===== config.mk =====
export PLATFORM = sky130hd
export DESIGN_NAME = step_clk_debounce
export DESIGN_NICKNAME = d
export VERILOG_FILES = /design/src/rtl/step_clk_debounce.sv
export SDC_FILE = /design/constraint.sdc
export NUM_CORES = 1
export LEC_CHECK = 0
export CORE_ASPECT_RATIO = 0.75
export CORE_MARGIN = 8
export CORE_UTILIZATION = 40
export DETAILED_ROUTE_END_ITERATION = 12
export PLACE_DENSITY = 0.61
export SYNTH_ARGS = -nofsm -noshare
export SYNTH_HDL_FRONTEND = slang
export SYNTH_SLANG_ARGS = --single-unit

===== constraint.sdc =====
create_clock -name clk_100MHz -period 2.8 [get_ports clk_100MHz]
set_input_delay 0.28 -clock clk_100MHz [delete_from_list [all_inputs] [get_ports clk_100MHz]]
set_output_delay 0.28 -clock clk_100MHz [all_outputs]
set_load 0.01 [all_outputs]

===== src/rtl/step_clk_debounce.sv =====
// step_clk_debounce
// Turns the raw, bouncing Step push-button into a clean step clock level for
// the single-step CPU core. It also provides a one-cycle strobe on every
// accepted press and a wrapping count of accepted steps.
// Everything runs in the clk_100MHz domain.
//
// Ports:
//   clk_100MHz  in   system clock, the only clock
//   rst         in   synchronous active-low reset
//   BTN         in   raw asynchronous push-button, active-high
//   run_en      in   auto-run select (only with AUTO_RUN_EN)
//   BTN_Out     out  debounced step clock level
//   step_pulse  out  one-cycle strobe on every 0->1 of BTN_Out
//   step_cnt    out  accepted-step count, wraps modulo 2^STEP_CNT_W
//
// Optional feature macro: AUTO_RUN_EN.
// When it is defined, the run_en port and a free-running step clock divider
// with half-period AUTO_DIV are added.
module step_clk_debounce #(
    parameter int unsigned DEBOUNCE_CYCLES = 1000000,
    parameter int unsigned CNT_W           = 20,
    parameter int unsigned STEP_CNT_W      = 16
`ifdef AUTO_RUN_EN
    ,
    parameter int unsigned AUTO_DIV        = 50000000
`endif
) (
    input  logic                  clk_100MHz,
    input  logic                  rst,
    input  logic                  BTN,
`ifdef AUTO_RUN_EN
    input  logic                  run_en,
`endif
    output logic                  BTN_Out,
    output logic                  step_pulse,
    output logic [STEP_CNT_W-1:0] step_cnt
);

    typedef enum logic [1:0] {
        IDLE  = 2'd0,
        ARM_H = 2'd1,
        HIGH  = 2'd2,
        ARM_L = 2'd3
    } state_e;

    localparam logic [CNT_W-1:0] CNT_LAST = CNT_W'(DEBOUNCE_CYCLES - 1);

`ifdef AUTO_RUN_EN
    localparam int unsigned DIV_W = (AUTO_DIV > 1) ? $clog2(AUTO_DIV) : 1;
    localparam logic [DIV_W-1:0] DIV_LAST = DIV_W'(AUTO_DIV - 1);
`endif

    state_e                state_q, state_d;
    logic [CNT_W-1:0]      cnt_q, cnt_d;
    logic                  s1_q, s2_q;
    logic                  out_q, out_d;
    logic                  pulse_q, pulse_d;
    logic [STEP_CNT_W-1:0] step_cnt_q, step_cnt_d;
`ifdef AUTO_RUN_EN
    logic [DIV_W-1:0]      div_q, div_d;
    logic                  run_q;
`endif

    // State, synchronizer and output registers
    always_ff @(posedge clk_100MHz) begin
        if (!rst) begin
            state_q    <= IDLE;
            cnt_q      <= '0;
            s1_q       <= 1'b0;
            s2_q       <= 1'b0;
            out_q      <= 1'b0;
            pulse_q    <= 1'b0;
            step_cnt_q <= '0;
`ifdef AUTO_RUN_EN
            div_q      <= '0;
            run_q      <= 1'b0;
`endif
        end else begin
            state_q    <= state_d;
            cnt_q      <= cnt_d;
            s1_q       <= BTN;
            s2_q       <= s1_q;
            out_q      <= out_d;
            pulse_q    <= pulse_d;
            step_cnt_q <= step_cnt_d;
`ifdef AUTO_RUN_EN
            div_q      <= div_d;
            run_q      <= run_en;
`endif
        end
    end

    // Next-state logic: debounce FSM, plus the auto-run override when enabled
    always_comb begin
        state_d    = state_q;
        cnt_d      = cnt_q;
        pulse_d    = 1'b0;
        step_cnt_d = step_cnt_q;
        out_d      = 1'b0;
`ifdef AUTO_RUN_EN
        div_d      = '0;
`endif

        unique case (state_q)
            IDLE: begin
                if (s2_q) begin
                    state_d = ARM_H;
                    cnt_d   = '0;
                end
            end
            ARM_H: begin
                if (!s2_q) begin
                    state_d = IDLE;
                    cnt_d   = '0;
                end else if (cnt_q == CNT_LAST) begin
                    state_d    = HIGH;
                    cnt_d      = '0;
                    pulse_d    = 1'b1;
                    step_cnt_d = step_cnt_q + STEP_CNT_W'(1);
                end else begin
                    cnt_d = cnt_q + CNT_W'(1);
                end
            end
            HIGH: begin
                if (!s2_q) begin
                    state_d = ARM_L;
                    cnt_d   = '0;
                end
            end
            ARM_L: begin
                if (s2_q) begin
                    state_d = HIGH;
                    cnt_d   = '0;
                end else if (cnt_q == CNT_LAST) begin
                    state_d = IDLE;
                    cnt_d   = '0;
                end else begin
                    cnt_d = cnt_q + CNT_W'(1);
                end
            end
            default: begin
                state_d = IDLE;
                cnt_d   = '0;
            end
        endcase

        // The level is high exactly while a press is accepted (HIGH or ARM_L)
        out_d = (state_d == HIGH) || (state_d == ARM_L);

`ifdef AUTO_RUN_EN
        if (run_en) begin
            // The button FSM is parked while the divider drives the step clock
            state_d    = IDLE;
            cnt_d      = '0;
            pulse_d    = 1'b0;
            step_cnt_d = step_cnt_q;
            if (!run_q) begin
                // On the first auto-run cycle, start from a known low level
                out_d = 1'b0;
                div_d = '0;
            end else if (div_q == DIV_LAST) begin
                out_d = ~out_q;
                div_d = '0;
                if (!out_q) begin
                    pulse_d    = 1'b1;
                    step_cnt_d = step_cnt_q + STEP_CNT_W'(1);
                end
            end else begin
                out_d = out_q;
                div_d = div_q + DIV_W'(1);
            end
        end else if (run_q) begin
            // Leaving auto-run: drop the level and resume the button from IDLE
            state_d    = IDLE;
            cnt_d      = '0;
            out_d      = 1'b0;
            pulse_d    = 1'b0;
            step_cnt_d = step_cnt_q;
        end
`endif
    end

    assign BTN_Out    = out_q;
    assign step_pulse = pulse_q;
    assign step_cnt   = step_cnt_q;

endmodule


## After elaboration in Yosys (flattened, before gate mapping)

Cells that the tools add are included.

| word-level totals | value |
|---|---|
| word-level logic and storage cells | 36 |
| input port bits | 3 |
| register bits after elaboration | 42 |
| output and inout port bits | 18 |

| operators by class | value |
|---|---|
| multiplexer cells | 14 |
| eq/ne operators | 8 |
| add/subtract/negate cells | 2 |
| reductions and logical operators | 5 |

Operator list:

| operator | count |
|---|---|
| $mux W20 | 5 |
| $pmux W20 S4 | 1 |
| $add A20 B1 Y20 const B | 1 |
| $eq A20 B20 Y1 const B | 1 |
| $add A16 B1 Y16 const B | 1 |
| $mux W2 | 6 |
| $eq A2 B2 Y1 const B | 4 |
| $pmux W2 S4 | 1 |
| $reduce_and A3 Y1 | 2 |
| $ne A2 B2 Y1 const B | 2 |
| $eq A2 B1 Y1 const B | 1 |
| $logic_not A2 Y1 | 1 |
| $reduce_and A2 Y1 | 1 |
| $logic_or A1 B1 Y1 | 1 |
| $mux W1 | 1 |

## Logic depth before layout (Yosys ltp)

Gate-level depths: netlist (run 1).

| logic depth | value |
|---|---|
| word-level depth | 6 |
| mapped depth | 7 |
| mapped depth without buffers | 6 |

## Worst setup path before layout (run 1)

No wires, ideal clock.

| timing | value |
|---|---|
| path kind | flip-flop to flip-flop |
| start | register cnt_q[13] |
| end | register step_cnt_q[7], in the netlist step_cnt[7] |
| buffers on the path | 0 |
| data required time | 2.730 ns |
| slack | 0.228 ns |
| setup time | 0.070 ns |
| arrival time | 2.501 ns |
| clock period less this slack | 2.572 ns |
| stages on the path, launching flop included | 6 |
| path through | dfxtp_1 > or4_1 > or4_4 > or4_1 > or4_1 > a21oi_1 |

| on the way | value |
|---|---|
| cells in the longest elaborated chain, start to end | 2 |

Ends and longest elaborated chain:

| what | line | RTL |
|---|---|---|
| start, declared | 54 | `logic [CNT_W-1:0] cnt_q, cnt_d;` |
| start signal, assigned | 80 | `cnt_q <= cnt_d;` |
| $eq A20 B20 Y1 | 115 | `end else if (cnt_q == CNT_LAST) begin` |
| $reduce_and A3 Y1 (no source line) | - |  |
| end signal, assigned | 85 | `step_cnt_q <= step_cnt_d;` |
| end, declared | 58 | `logic [STEP_CNT_W-1:0] step_cnt_q, step_cnt_d;` |

Every way passes these cells.
A chain may end at the register's enable or synchronous reset.

## Worst setup path in the final report (run 1)

Same ends and word-level chain as after synthesis.

==> flow_summary.ini, run 1 <==
[routing]
postRouteAntennaNets = 0
met1_length_um = 2504
drcViolationCount = 0
top_layer = met4
wl_um = 5022
firstDrtPassIters = 4
wl_per_cell_um = 14.03
first_iter_violations = 113
vias = 1982
wl_met2_um = 2134
wl_met3_um = 343
viasPerCell = 5.536

[clocking]
clock-sinks = 42
cts_tree = yes
htree_levels = 2
cts_root_buf = clkbuf_8
clock_latency_ns = 0.29
cts_setup_buffers = 0
cts_made_buffers = 5
clkTransAtPathRegs_ns = 0.08
cts_buffer_depth = 2
post_cts_resized = 0
hold_buffers = 0

[grt]
grt_use_total_pct = 13.45
grt_pass1_vias = 1768
grt_overflow = 0
grt_pass1_wl_um = 8631
grt_max_degree = 21
antenna_found_initial = 0

[setup_path]
required_ns = 3.03
reg2reg_from = cnt_q[13]
r2r_end = step_cnt[7]
worstSetupPathType = flip-flop to flip-flop
start_kind = flip-flop
endpoint_kind = flip-flop
r2r_cells = 5
reg2reg_slack_ns = 0.13
path_max_fanout = 7
crit_arrival_ns = 2.89

[sta]
fin_skew_ns = 0.007462
hold_viol_final = 0
rsz0062_at_grt = no
setup_violations = 0
fin_crit_sh_pct = 95.23
tns_ns = 0
fmax_mhz = 375.0
slew_violations = 0
slew_headroom_pct = 38.65
timing.final.ws_setup_ns = 0.1336
tightestPinTransition_ns = 0.9168
min_period_ns = 2.666

[final_layout]
design_area_um2 = 2490
drive_gt1_share_pct = 9.541
final_cell_mix = dfxtp_1, nand2_1, nor2_1, clkdlybuf4s50_1, a21oi_1
fillCellCount = 517
num_antenna_cells = 0
final_common_cell = dfxtp_1
area_delta_synth_final_pct = 18.31
fin_util_pct = 47.80
seq_area_um2 = 840.8
multiInputGateArea_um2 = 1177
fin_nets = 288

[min_path]
hold_start = s1_q
hold_end = s2_q
hold_path_class = flip-flop to flip-flop
whs_path_depth = 1

[yosys]
synth_seq_cells = 42
syn_nets = 265
avgSynthCellArea_um2 = 8.094
yosysWarningCount = 0
yosysSeqAreaShare_pct = 39.95
syn_inst = 260
synth_area_um2 = 2105
synth.distinct_cells = 40

[die]
io_pins = 21
die_h_um = 78.82
design.core.area_um2 = 5209
rows = 23
initial_core_util_pct = 40.40
die_w_um = 99.76
dieArea_um2 = 7862

[placement]
hpwl_um = 3620
gp_congestion = 0.8103
pre_cts_ws_ns = 0.1444
placed_area_um2 = 2414
port_buffers = 20

[pwr]
vdd_ir_drop_max_v = 0.0002636
power_density_nw_per_um2 = 403.6
p_leak_uw = 0.0007789
total_power_uw = 1005
p_comb_share_pct = 3.0
power_switching_share_pct = 22.43
pwr-share-seq_pct = 59.8
internal_power_uw = 779.5
switchingPower_uw = 225.4
clockPowerShare_pct = 37.2

[outcome]
status = complete, no violations

[run]
drv_cap = 0
==> layout make-up <==
cell class | count | share of cell area (%)
multi-input combinational | 195 | 47.29
sequential | 42 | 33.77
timing repair buffer | 28 | 10.45
tap | 75 | 3.769
clock buffer | 7 | 3.065
inverter | 11 | 1.658
==> worst max path at each step <==
stage	startpoint	end
global route	cnt_q[13]	step_cnt[7]
detailed placement	cnt_q[13]	step_cnt[7]
floorplan	cnt_q[13]	step_cnt[7]
finish	cnt_q[13]	step_cnt[7]
global placement	cnt_q[13]	step_cnt[7]
CTS	cnt_q[13]	step_cnt[7]
==> power by group through the flow <==
| stage | logic [uW] | clock network, uW | registers, uW |
|---|---|---|---|
| after floorplan | 18.5 | 0 | 613 |
| after global placement | 30.7 | 0 | 615 |
| after detailed placement | 30.7 | 0 | 615 |
| after CTS | 30.9 | 387 | 601 |
| after global routing | 33.9 | 408 | 601 |
| final | 30.6 | 374 | 601 |
==> cells in the mapped netlist (all sizes together) <==
| cell type | n | area share [%] |
|---|---|---|
| dfxtp | 42 | 40 |
| nand2 | 24 | 4.3 |
| nor2 | 20 | 3.6 |
| a21oi | 17 | 4.0 |
| nand4 | 16 | 4.8 |
| nand3 | 14 | 3.3 |
| clkbuf | 12 | 2.1 |
| inv | 11 | 2.0 |
| nor4 | 11 | 3.6 |
| o21ai | 8 | 1.9 |
| xnor2 | 8 | 3.3 |
| a31o | 7 | 2.9 |
| and2 | 7 | 2.1 |
| nor3 | 7 | 1.7 |
| or4 | 7 | 2.7 |
| and3 | 5 | 1.5 |
| nand2b | 5 | 1.5 |
| nand3b | 5 | 1.8 |
| or2 | 4 | 1.2 |
| or3 | 4 | 1.2 |
| a31oi | 3 | 0.89 |
| o2111ai | 3 | 1.2 |
| a22oi | 2 | 0.71 |
| a41o | 2 | 0.95 |
| ha | 2 | 1.2 |
| mux2i | 2 | 0.95 |
| o211ai | 2 | 0.71 |
| a311oi | 1 | 0.42 |
| and4 | 1 | 0.42 |
| nand4b | 1 | 0.42 |
| o21a | 1 | 0.36 |
| o21bai | 1 | 0.36 |
| o31a | 1 | 0.42 |
| o31ai | 1 | 0.36 |
| o41ai | 1 | 0.42 |
| or4b | 1 | 0.48 |
| xor2 | 1 | 0.42 |
==> metrics by stage <==
stage / hold slack (ns) / std cells
finish: 0.4370 / 358
global placement: 0.4164 / 351
global route: 0.4717 / 358
detailed placement: 0.4206 / 351
CTS: 0.4386 / 358
floorplan: 0.4073 / 260
==> registers in the layout, indices dropped and copies added (netlist names) <==
signal	cells
BTN_Out	1
cnt_q	20
s1_q	1
s2_q	1
state_q	2
step_cnt	16
step_pulse	1
==> metal layers <==
layer  GRT usage (%)  vias to the layer above
met4           4.066                        0
met2           20.20                       52
li1                -                     1012
met1           18.48                      914
met3           3.319                        4
met5               0                        -
==> worst max-delay path, stage by stage, from the launching register on <==
cell and delay, ns:
dfxtp_1 0.37, or4_1 0.54, or4_4 0.53, or4_1 0.55, or4_1 0.47, a21oi_1 0.14
==> cell families (layout without fill, tap and decap cells) <==
kind of cell | count (synthesis) | after routing | synth area share (%)
DFF | 42 | 42 | 39.95
AOI/OAI and AO/OA | 50 | 50 | 15.70
adders and majority gates | 2 | 2 | 1.189
xor gates and xnor gates | 9 | 9 | 3.746
and+or+nand+nor | 132 | 132 | 34.36
muxes | 2 | 2 | 0.9513
buffers and inverters | 23 | 46 | 4.102
Note: power is estimated with default switching activity, not from simulation.
==> inputs of run 2 (changes only) <==
--- a/config.mk
+++ b/config.mk
@@ -10,6 +10,7 @@
 export CORE_UTILIZATION = 40
 export DETAILED_ROUTE_END_ITERATION = 12
 export PLACE_DENSITY = 0.61
+export SLEW_MARGIN = 20
 export SYNTH_ARGS = -nofsm -noshare
 export SYNTH_HDL_FRONTEND = slang
 export SYNTH_SLANG_ARGS = --single-unit
==> results of run 2 <==
Same layout as run 1: the final DEF is identical, and so are final timing and power.
==> inputs of run 3 (changes only) <==
--- a/config.mk
+++ b/config.mk
@@ -5,11 +5,11 @@
 export SDC_FILE = /design/constraint.sdc
 export NUM_CORES = 1
 export LEC_CHECK = 0
+export CAP_MARGIN = 30
 export CORE_ASPECT_RATIO = 0.75
-export CORE_MARGIN = 8
 export CORE_UTILIZATION = 40
 export DETAILED_ROUTE_END_ITERATION = 12
-export PLACE_DENSITY = 0.61
+export PLACE_DENSITY = 0.69
 export SLEW_MARGIN = 20
 export SYNTH_ARGS = -nofsm -noshare
 export SYNTH_HDL_FRONTEND = slang
==> run 3 against run 2 <==
Sequential power about the same; via count rose by 0.86%; fmax rose by 0.37%; combinational power hardly changed; highest routed layer unchanged; power grew 1.6%; largest cell class unchanged; utilization increased by 2.6 points; die area down 29%; final cell count unchanged; first-iteration DRC count is 8.0% lower; clock power increased by 4%.
==> flow_summary.ini, run 3 (same netlist as run 1, synthesis figures left out) <==
[outcome]
status = complete, no violations

[sta]
hold_viol_final = 0
tns_ns = 0
tightestPinTransition_ns = 0.6126
rsz0062_at_grt = no
fmax_mhz = 376.4
slew_headroom_pct = 58.89
fin_crit_sh_pct = 94.87
setup_violations = 0
holdWs_ns = 0.4395
slew_violations = 0
fin_skew_ns = 0.005532
min_period_ns = 2.656

[placement]
port_buffers = 20
gp_congestion = 0.8692
hpwl_um = 3434

[clocking]
cts_buffer_depth = 2
cts_tree = yes
cts_made_buffers = 5
htree_levels = 2
cts_root_buf = clkbuf_8
clock_latency_ns = 0.30
clock-sinks = 42
hold_buffers = 0
clkTransAtPathRegs_ns = 0.08
post_cts_resized = 0
cts_setup_buffers = 0

[setup_path]
endpoint_kind = flip-flop
reg2reg_from = cnt_q[12]
r2r_cells = 5
start_kind = flip-flop
required_ns = 3.04
worstSetupPathType = flip-flop to flip-flop
r2r_end = step_cnt[7]
path_max_fanout = 5
reg2reg_slack_ns = 0.14
crit_arrival_ns = 2.90

[pwr]
internal_power_uw = 783.2
clockPowerShare_pct = 38.2
p_comb_share_pct = 3.0
power_density_nw_per_um2 = 406.4
pwr-share-seq_pct = 58.8
power_switching_share_pct = 23.26
switchingPower_uw = 237.4
vdd_ir_drop_max_v = 0.0002559
p_leak_uw = 0.0007963

[final_layout]
final_common_cell = dfxtp_1
fillCellCount = 484
num_antenna_cells = 0
regMostFlops = cnt_q
drive_gt1_share_pct = 10.84
area_delta_synth_final_pct = 19.32
largest_reg_flops = 20
final_cell_mix = dfxtp_1, nand2_1, nor2_1, clkdlybuf4s50_1, a21oi_1
fin_util_pct = 50.40
fin_nets = 290

[routing]
firstDrtPassIters = 4
first_iter_violations = 104
drcViolationCount = 0
viasPerCell = 5.584
vias = 1999
wl_um = 4849
postRouteAntennaNets = 0
wl_per_cell_um = 13.54

[min_path]
hold_path_class = flip-flop to flip-flop
hold_start = s1_q
hold_end = s2_q
whs_path_depth = 1

[die]
initial_core_util_pct = 42.24
rows = 22
io_pins = 21
die_w_um = 85.76
design.core.area_um2 = 4982
die_h_um = 64.82
dieArea_um2 = 5558

[grt]
grt_use_total_pct = 18.92
grt_overflow = 0
grt_max_degree = 21
grt_pass1_vias = 1783
antenna_found_initial = 0
grt_pass1_wl_um = 8197

[run]
drv_cap = 0
run 3: cell types whose count changed in the layout (fill, tap and decap cells not counted):
cell	previous run	this run
clkinv_2	0	1
clkinv_4	0	1
buf_4	8	10
clkbuf_1	2	1
run 3: worst max-delay path by stage:
stage / cells after the start / slack, ns / from / end
floorplan: 5 / 0.23 / cnt_q[13] / step_cnt[7]
finish: 5 / 0.14 / cnt_q[12] / step_cnt[7]
global route: 5 / 0.03 / cnt_q[12] / step_cnt[7]
detailed placement: 5 / 0.15 / cnt_q[12] / step_cnt[7]
CTS: 5 / 0.14 / cnt_q[12] / step_cnt[7]
global placement: 5 / 0.19 / cnt_q[12] / step_cnt[7]
run 3: final cells by class:
cell class,count,area (um^2),area share [%]
Clock buffer,6,72.57,2.890
Clock inverter,2,13.76,0.5481
Inverter,11,41.29,1.644
Multi-Input combinational cell,195,1177,46.89
Sequential cell,42,840.8,33.48
Tap cell,72,90.09,3.587
Timing Repair Buffer,30,275.3,10.96
run 3: power groups by stage:
stage / Sequential (uW) / Combinational, uW / Clock, uW
2_1_floorplan: 613 / 18.5 / 0
3_3_place_gp: 614 / 28.8 / 0
3_5_place_dp: 615 / 29.3 / 0
4_1_cts: 600 / 29.5 / 399
5_1_grt: 601 / 33.5 / 427
6_report: 600 / 30.6 / 390
run 3: routing by layer:
layer	vias up	part of all wire, %	track usage (%)	routed length [um]
li1	1013	-	-	-
met1	930	48	24.41	2349
met2	49	44	30.80	2154
met3	7	5.6	4.204	270
met4	0	1.5	7.500	74
met5	-	0	0	0
run 3: per-stage QoR:
stage	setup slack, ns	instance area [um^2]	power, uW	std cells
finish	0.1436	2511	1021	358
global route	0.02993	2511	1062	358
CTS	0.1400	2504	1029	357
detailed placement	0.1538	2417	643.8	349
global placement	0.1930	2417	643.2	349
floorplan	0.2283	2105	632.0	260
run 3: worst max-delay path, stage by stage, from the launching register on:
cell     delay [ns]
dfxtp_1        0.34
or4_1          0.55
or4_4          0.54
or4_1          0.55
or4_1          0.48
a21oi_1        0.14
